--- src/rtl/adc_align_pkg.sv ---
// adc_align_pkg: shared FSM state type and default alignment constants.
// Used by adc_chan_align and adc_lane_align.
// Optional feature macro: ADC_ALIGN_RELOCK_EN (uses RELOCK_MISS).
package adc_align_pkg;
  typedef enum logic [2:0] {IDLE, SETTLE, CHECK, SLIP, LOCKED, FAIL} state_t;
  localparam logic [3:0] TRAIN_PAT_DEF = 4'b1100;
  localparam int SETTLE_CYC_DEF = 8;
  localparam int MATCH_CYC_DEF = 16;
  localparam int MAX_SLIPS_DEF = 8;
  localparam int RELOCK_MISS = 4;
endpackage

--- src/rtl/adc_chan_align.sv ---
// adc_chan_align: one channel's word-alignment FSM and counters.
// Ports: clk, rst (async, active high), train_start (restart pulse),
//   data (LANES*GEAR gearbox word), alignwd (slip pulse),
//   locked and fail (registered status flags).
// Macro ADC_ALIGN_RELOCK_EN: LOCKED drops back to CHECK after
//   RELOCK_MISS consecutive mismatches.
module adc_chan_align import adc_align_pkg::*; #(
  parameter int LANES = 8,
  parameter int GEAR = 4,
  parameter logic [GEAR-1:0] TRAIN_PAT = GEAR'(TRAIN_PAT_DEF),
  parameter int SETTLE_CYC = SETTLE_CYC_DEF,
  parameter int MATCH_CYC = MATCH_CYC_DEF,
  parameter int MAX_SLIPS = MAX_SLIPS_DEF
) (
  input  logic                  clk,
  input  logic                  rst,
  input  logic                  train_start,
  input  logic [LANES*GEAR-1:0] data,
  output logic                  alignwd,
  output logic                  locked,
  output logic                  fail
);
  localparam int SW = $clog2(SETTLE_CYC + 1);
  localparam int MW = $clog2(MATCH_CYC + 1);
  localparam int LW = $clog2(MAX_SLIPS + 1);
  state_t state;
  logic [SW-1:0] settle_cnt;
  logic [MW-1:0] match_cnt;
  logic [LW-1:0] slip_cnt;
  logic match;
  logic can_slip;
`ifdef ADC_ALIGN_RELOCK_EN
  localparam int XW = $clog2(RELOCK_MISS + 1);
  logic [XW-1:0] miss_cnt;
`endif
  always_comb begin
    match = 1'b1;
    for (int l = 0; l < LANES; l++) match = match & (data[l*GEAR +: GEAR] == TRAIN_PAT);
  end
  assign can_slip = slip_cnt < LW'(MAX_SLIPS);
  // alignwd is set on the edge entering SLIP so it coincides with the SLIP
  // cycle; locked/fail follow the state one cycle later but drop at once on
  // a restart.
  always_ff @(posedge clk or posedge rst)
    if (rst) begin
      state <= IDLE;
      settle_cnt <= '0;
      match_cnt <= '0;
      slip_cnt <= '0;
      alignwd <= 1'b0;
      locked <= 1'b0;
      fail <= 1'b0;
`ifdef ADC_ALIGN_RELOCK_EN
      miss_cnt <= '0;
`endif
    end else begin
      alignwd <= 1'b0;
      locked <= state == LOCKED && !train_start;
      fail <= state == FAIL && !train_start;
      if (train_start) begin
        state <= SETTLE;
        settle_cnt <= '0;
        match_cnt <= '0;
        slip_cnt <= '0;
`ifdef ADC_ALIGN_RELOCK_EN
        miss_cnt <= '0;
`endif
      end else begin
        case (state)
          SETTLE:
            if (settle_cnt == SW'(SETTLE_CYC - 1)) begin
              state <= CHECK;
              match_cnt <= '0;
            end else settle_cnt <= settle_cnt + 1'b1;
          CHECK:
            if (!match) begin
              state <= can_slip ? SLIP : FAIL;
              alignwd <= can_slip;
            end else begin
              match_cnt <= match_cnt + MW'(match_cnt != MW'(MATCH_CYC));
              if (match_cnt == MW'(MATCH_CYC - 1)) state <= LOCKED;
            end
          SLIP: begin
            state <= SETTLE;
            settle_cnt <= '0;
            slip_cnt <= slip_cnt + LW'(slip_cnt != LW'(MAX_SLIPS));
          end
`ifdef ADC_ALIGN_RELOCK_EN
          LOCKED:
            if (match) miss_cnt <= '0;
            else if (miss_cnt == XW'(RELOCK_MISS - 1)) begin
              state <= CHECK;
              match_cnt <= '0;
              miss_cnt <= '0;
            end else miss_cnt <= miss_cnt + 1'b1;
`endif
          default: ;
        endcase
      end
    end
endmodule

--- src/rtl/adc_lane_align.sv ---
// adc_lane_align: per-channel ADC lane word alignment with registered sample path.
// Ports: i_clk, i_rst (async, active high), i_train_start (restart pulse),
//   i_rx_data (chan c, lane l, bit g at c*LANES*GEAR + l*GEAR + g),
//   o_alignwd (per-channel slip pulse), o_sample (i_rx_data delayed 1 cycle),
//   o_locked, o_fail (per-channel status).
// Macro ADC_ALIGN_RELOCK_EN enables relock from LOCKED on sustained mismatch.
module adc_lane_align import adc_align_pkg::*; #(
  parameter int NUM_CHAN = 2,
  parameter int LANES = 8,
  parameter int GEAR = 4,
  parameter logic [GEAR-1:0] TRAIN_PAT = GEAR'(TRAIN_PAT_DEF),
  parameter int SETTLE_CYC = SETTLE_CYC_DEF,
  parameter int MATCH_CYC = MATCH_CYC_DEF,
  parameter int MAX_SLIPS = MAX_SLIPS_DEF
) (
  input  logic                           i_clk,
  input  logic                           i_rst,
  input  logic                           i_train_start,
  input  logic [NUM_CHAN*LANES*GEAR-1:0] i_rx_data,
  output logic [NUM_CHAN-1:0]            o_alignwd,
  output logic [NUM_CHAN*LANES*GEAR-1:0] o_sample,
  output logic [NUM_CHAN-1:0]            o_locked,
  output logic [NUM_CHAN-1:0]            o_fail
);
  localparam int CW = LANES * GEAR;
  always_ff @(posedge i_clk or posedge i_rst)
    if (i_rst) o_sample <= '0;
    else o_sample <= i_rx_data;
  for (genvar c = 0; c < NUM_CHAN; c++) begin : g_chan
    adc_chan_align #(
      .LANES(LANES), .GEAR(GEAR), .TRAIN_PAT(TRAIN_PAT),
      .SETTLE_CYC(SETTLE_CYC), .MATCH_CYC(MATCH_CYC), .MAX_SLIPS(MAX_SLIPS)
    ) u_chan (
      .clk(i_clk),
      .rst(i_rst),
      .train_start(i_train_start),
      .data(i_rx_data[c*CW +: CW]),
      .alignwd(o_alignwd[c]),
      .locked(o_locked[c]),
      .fail(o_fail[c])
    );
  end
endmodule

--- config.mk ---
export PLATFORM = sky130hd
export DESIGN_NAME = adc_lane_align
export DESIGN_NICKNAME = d
export VERILOG_FILES = /design/src/rtl/adc_align_pkg.sv /design/src/rtl/adc_chan_align.sv /design/src/rtl/adc_lane_align.sv
export SDC_FILE = /design/constraint.sdc
export NUM_CORES = 1
export LEC_CHECK = 0
export BUFFER_PORTS_ARGS = -buffer_cell sky130_fd_sc_hd__buf_2
export CORE_ASPECT_RATIO = 1.2
export CORE_UTILIZATION = 54
export CTS_CLUSTER_SIZE = 14
export DETAILED_ROUTE_END_ITERATION = 12
export GPL_TIMING_DRIVEN = 0
export PLACE_DENSITY_LB_ADDON = 0.05
export SLEW_MARGIN = 30
export SYNTH_ARGS = -nofsm -noshare
export SYNTH_HDL_FRONTEND = slang
export SYNTH_SLANG_ARGS = --single-unit
--- constraint.sdc ---
create_clock -name i_clk -period 6.1 [get_ports i_clk]
set_input_delay 0.305 -clock i_clk [delete_from_list [all_inputs] [get_ports i_clk]]
set_output_delay 0.305 -clock i_clk [all_outputs]
set_load 0.1 [all_outputs]
==> impl_metrics.py <==
metrics = {
    "setup_path": {
        "timing.critical_path.depth": 7,
        "ff2ff_path_depth": 7,
        "timing.critical_path.to_type": "flop",
        "gate_family_responsible_for_the_most_delay_along_the_worst_path": "simple AND/OR/NAND/NOR gates",
        "worstSetupStartpointType": "flop",
        "path_common_cell": "sky130_fd_sc_hd__ha_1",
        "timing_worst_setup_path_type": "reg -> reg",
        "worst-endpoint-arrival_ns": 2.34,
        "worst_ep_required_time_ns": 6.39,
        "r2r_path_end": "g_chan[0].u_chan.match_cnt[3]",
        "timing.critical_path.cells": "inv_1 > ha_1 > or4b_2 > ha_1 > and3_2 > a21o_2 > a31oi_1",
        "setup.reg_to_reg.worst_slack_ns": 4.05,
        "rr_startpoint": "g_chan[0].u_chan.match_cnt[0]",
        "critical_path_buf_inv_count": 1,
        "worst_path_max_delay_cell": "sky130_fd_sc_hd__or4b_2",
        "critical_path.max_fanout": 5,
        "slowest_delay_ns": 0.58,
    },
    "detailed_routing": {
        "detail_route.wl_per_cell_um": 15.1,
        "drt-initial-drc-count": 96,
        "detail_route.first_pass.iterations": 4,
        "drc_errors": 0,
        "routed_wirelength_mm": 8.57,
        "num_vias": 3036,
        "detail_route.vias_per_cell": 5.35,
        "drtAntennaViolNets": 0,
    },
    "placed_design": {
        "placedInstanceArea_um2": 4900,
        "gp_routability_congestion": 0.816,
        "portBuffers": 136,
        "detailedPlace.worstSlack_ns": 4.05,
        "detailedPlacementHpwl_mm": 6.46,
        "dpl.cell_count": 550,
    },
    "global_routing": {
        "grt_max_degree": 72,
        "grt_antenna_before_repair": 0,
        "grt_usage_pct": 24.0,
        "grt_pass1_vias": 3014,
        "global_route.overflow_total": 0,
        "grt_pass1_wl_mm": 14.1,
    },
    "yosys": {
        "compound_cell_area_share_of_the_yosys_netlist_pct": 11.6,
        "gate_count_post_synth": 323,
        "synth_seq_area_share_pct": 62.7,
        "most_used_flip_flop_cell_after_synthesis": "sky130_fd_sc_hd__dfrtp_1",
        "yosys.area_share.simple_pct": 15.7,
        "synth_edf_count": 0,
        "synthesis.area_um2": 4070,
        "synthesis.area_per_instance_um2": 12.6,
        "synth_nets": 406,
        "synth_adder_area_share_pct": 4.92,
        "synth-seq-cells": 102,
        "synth_mux_area_share_pct": 0,
        "post_synthesis_xor_xnor_area_fraction_pct": 0.645,
        "async_reset_ff_share_pct": 100,
        "yosys_warnings": 0,
        "main_combinational_cell_family_by_area_after_synthesis": "simple AND/OR/NAND/NOR gates",
        "yosys.cell_types.count": 49,
    },
    "timing": {
        "timing.max_slew.rel_slack_pct": 58.5,
        "finalWorstSetupSlack_ns": 4.05,
        "timing.hold.ws_ns": 0.0367,
        "maxSlewViolCount": 0,
        "clock.fmax_ghz": 0.488,
        "fin_tns_setup_ns": 0,
        "timing.final.setup_violations": 0,
        "rsz0062_at_grt": "no",
        "final-hold-violation-count": 0,
        "final_critical_delay_including_setup_and_external_delays_ns": 2.05,
        "final.setup_skew_ns": 0.00826,
        "min_period_over_period_pct": 33.6,
        "tightest_slew_ns": 0.617,
    },
    "pwr": {
        "power.share.combinational_pct": 18.7,
        "vdd_drop_max_v": 0.000195,
        "power.static_leakage_nw": 2.56,
        "finalPower_mw": 1.38,
        "power_density_over_cell_area_nw_per_um2": 271,
        "intPower_uw": 918,
        "power_frac_clock_pct": 29.9,
        "share_of_total_power_in_sequential_cells_pct": 51.3,
        "power.switching_uw": 465,
        "netSwitchingFraction_pct": 33.6,
    },
    "floorplan": {
        "floorplan.initialDensity_pct": 56.0,
        "floorplan.die_area_um2": 7890,
        "num_io_pins": 137,
        "die_y_um": 97.1,
        "std_cell_rows": 34,
        "die_width_um": 81.3,
        "core_area_um2": 7270,
    },
    "clock_network": {
        "path_clk_slew_ns": 0.11,
        "cts.repair_timing.setup_buffer_count": 0,
        "htree_levels": 3,
        "cts_hold_buffers": 1,
        "cts.sinks": 102,
        "cts_repair_resize_count": 0,
        "tritoncts": "built",
        "root_buffer": "sky130_fd_sc_hd__clkbuf_8",
        "clock_path_buffers": 2,
        "worstSkewPairLatency_ns": 0.37,
        "total_cts_buffers": 9,
    },
    "min_path": {
        "timing.hold.worst.start": "i_rx_data[21]",
        "min_path_type": "in -> reg",
        "hold_end": "o_sample[21]",
        "worst_hold_path.num_cells": 1,
    },
    "layout": {
        "number_of_diodes": 0,
        "final.fill_count": 548,
        "instances_no_fill": 567,
        "finish.utilization_pct": 70.2,
        "design.final.nets": 555,
        "final_layout_size_suffix_gt1_share_pct": 38.4,
        "post-route-cell-area_um2": 5110,
        "area_growth_syn_to_layout_pct": 25.4,
    },
    "run_status": {
        "result_of_the_run": "completed",
    },
    "flow_run": {
        "cap_viol_max_count": 0,
    },
}
-- state kept, by name, indices dropped and copies added (netlist names) --
register,flops
o_sample,64
g_chan.u_chan.match_cnt,10
g_chan.u_chan.settle_cnt,8
g_chan.u_chan.slip_cnt,8
g_chan.u_chan.state,6
g_chan.u_chan.alignwd,2
g_chan.u_chan.fail,2
g_chan.u_chan.locked,2
-- power by group through the flow --
stage / logic, mW / registers (mW) / clock network, mW
after floorplan: 0.0339 / 0.886 / 0
after global placement: 0.254 / 0.723 / 0
after detailed placement: 0.260 / 0.724 / 0
after CTS: 0.261 / 0.710 / 0.427
after global routing: 0.271 / 0.713 / 0.453
final: 0.259 / 0.710 / 0.414
-- synth_stat cells, types with 3 or more instances --
master | number | share of area (%)
sky130_fd_sc_hd__a21o_1 | 4 | 0.74
sky130_fd_sc_hd__a21o_2 | 3 | 0.65
sky130_fd_sc_hd__a21oi_1 | 16 | 2.0
sky130_fd_sc_hd__a2bb2oi_1 | 4 | 0.86
sky130_fd_sc_hd__a31oi_1 | 16 | 2.5
sky130_fd_sc_hd__a32o_1 | 5 | 1.2
sky130_fd_sc_hd__and3_1 | 4 | 0.61
sky130_fd_sc_hd__and4bb_1 | 3 | 0.92
sky130_fd_sc_hd__and4bb_2 | 3 | 0.92
sky130_fd_sc_hd__buf_4 | 7 | 1.3
sky130_fd_sc_hd__clkbuf_1 | 8 | 0.74
sky130_fd_sc_hd__dfrtp_1 | 102 | 63
sky130_fd_sc_hd__ha_1 | 16 | 4.9
sky130_fd_sc_hd__inv_1 | 12 | 1.1
sky130_fd_sc_hd__nand2_1 | 8 | 0.74
sky130_fd_sc_hd__nand2b_1 | 7 | 1.1
sky130_fd_sc_hd__nand3_1 | 7 | 0.86
sky130_fd_sc_hd__nand3b_1 | 3 | 0.55
sky130_fd_sc_hd__nand4_1 | 8 | 1.2
sky130_fd_sc_hd__nor2_1 | 30 | 2.8
sky130_fd_sc_hd__nor3_1 | 9 | 1.1
sky130_fd_sc_hd__o21ai_0 | 6 | 0.74
sky130_fd_sc_hd__o21bai_1 | 3 | 0.55
sky130_fd_sc_hd__xor2_1 | 3 | 0.65
-- worst max-delay path by stage --
stage / startpoint / to / slack [ns]
after floorplan: i_rst / g_chan[0].u_chan.alignwd / 3.12
after global placement: i_rst / o_sample[52] / 2.11
after detailed placement: g_chan[0].u_chan.match_cnt[0] / g_chan[0].u_chan.match_cnt[3] / 4.05
after CTS: g_chan[0].u_chan.match_cnt[0] / g_chan[0].u_chan.match_cnt[3] / 4.05
after global routing: g_chan[0].u_chan.match_cnt[0] / g_chan[0].u_chan.match_cnt[3] / 3.96
final: g_chan[0].u_chan.match_cnt[0] / g_chan[0].u_chan.match_cnt[3] / 4.05
-- area by class of cell --
| type | count | area, um2 | area share [%] |
|---|---|---|---|
| clock buffer | 10 | 138 | 2.69 |
| multi-input combinational | 190 | 1340 | 26.3 |
| clock inverter | 6 | 62.6 | 1.22 |
| timing repair buffer | 138 | 718 | 14.1 |
| sequential | 102 | 2550 | 50.0 |
| tap | 90 | 113 | 2.20 |
| buffer | 19 | 133 | 2.60 |
| inverter | 12 | 50.0 | 0.980 |
-- cells in the final DEF, fill, tap and decap left out, drive strengths merged, types with 3 or more instances in the layout --
cell / netlist / layout
nand2: 8 / 8
nor4: 4 / 4
o21bai: 3 / 3
a2bb2oi: 4 / 4
clkbuf: 10 / 20
a21o: 7 / 7
nand2b: 8 / 8
xor2: 3 / 3
a31oi: 16 / 16
nor3: 9 / 9
a32o: 5 / 5
dfrtp: 102 / 102
nand3: 7 / 7
o21ai: 7 / 7
a21oi: 16 / 16
buf: 9 / 146
and3: 5 / 5
nand4: 9 / 9
nor2: 31 / 31
and4bb: 6 / 6
nand3b: 3 / 3
ha: 16 / 16
inv: 12 / 16
-- routing by layer --
layer	global-route usage (%)	routed length (um)
met4	13.0	311
met5	0	0
met2	39.9	4430
met3	5.35	381
met1	28.1	3450
-- logic make-up after synthesis --
group,count (synthesis)
adders and majority gates,16
DFF,102
AOI/OAI and AO/OA,68
buffers and inverters,31
and+or+nand+nor,103
xor gates and xnor gates,3
(Power assumes the default switching activity.)
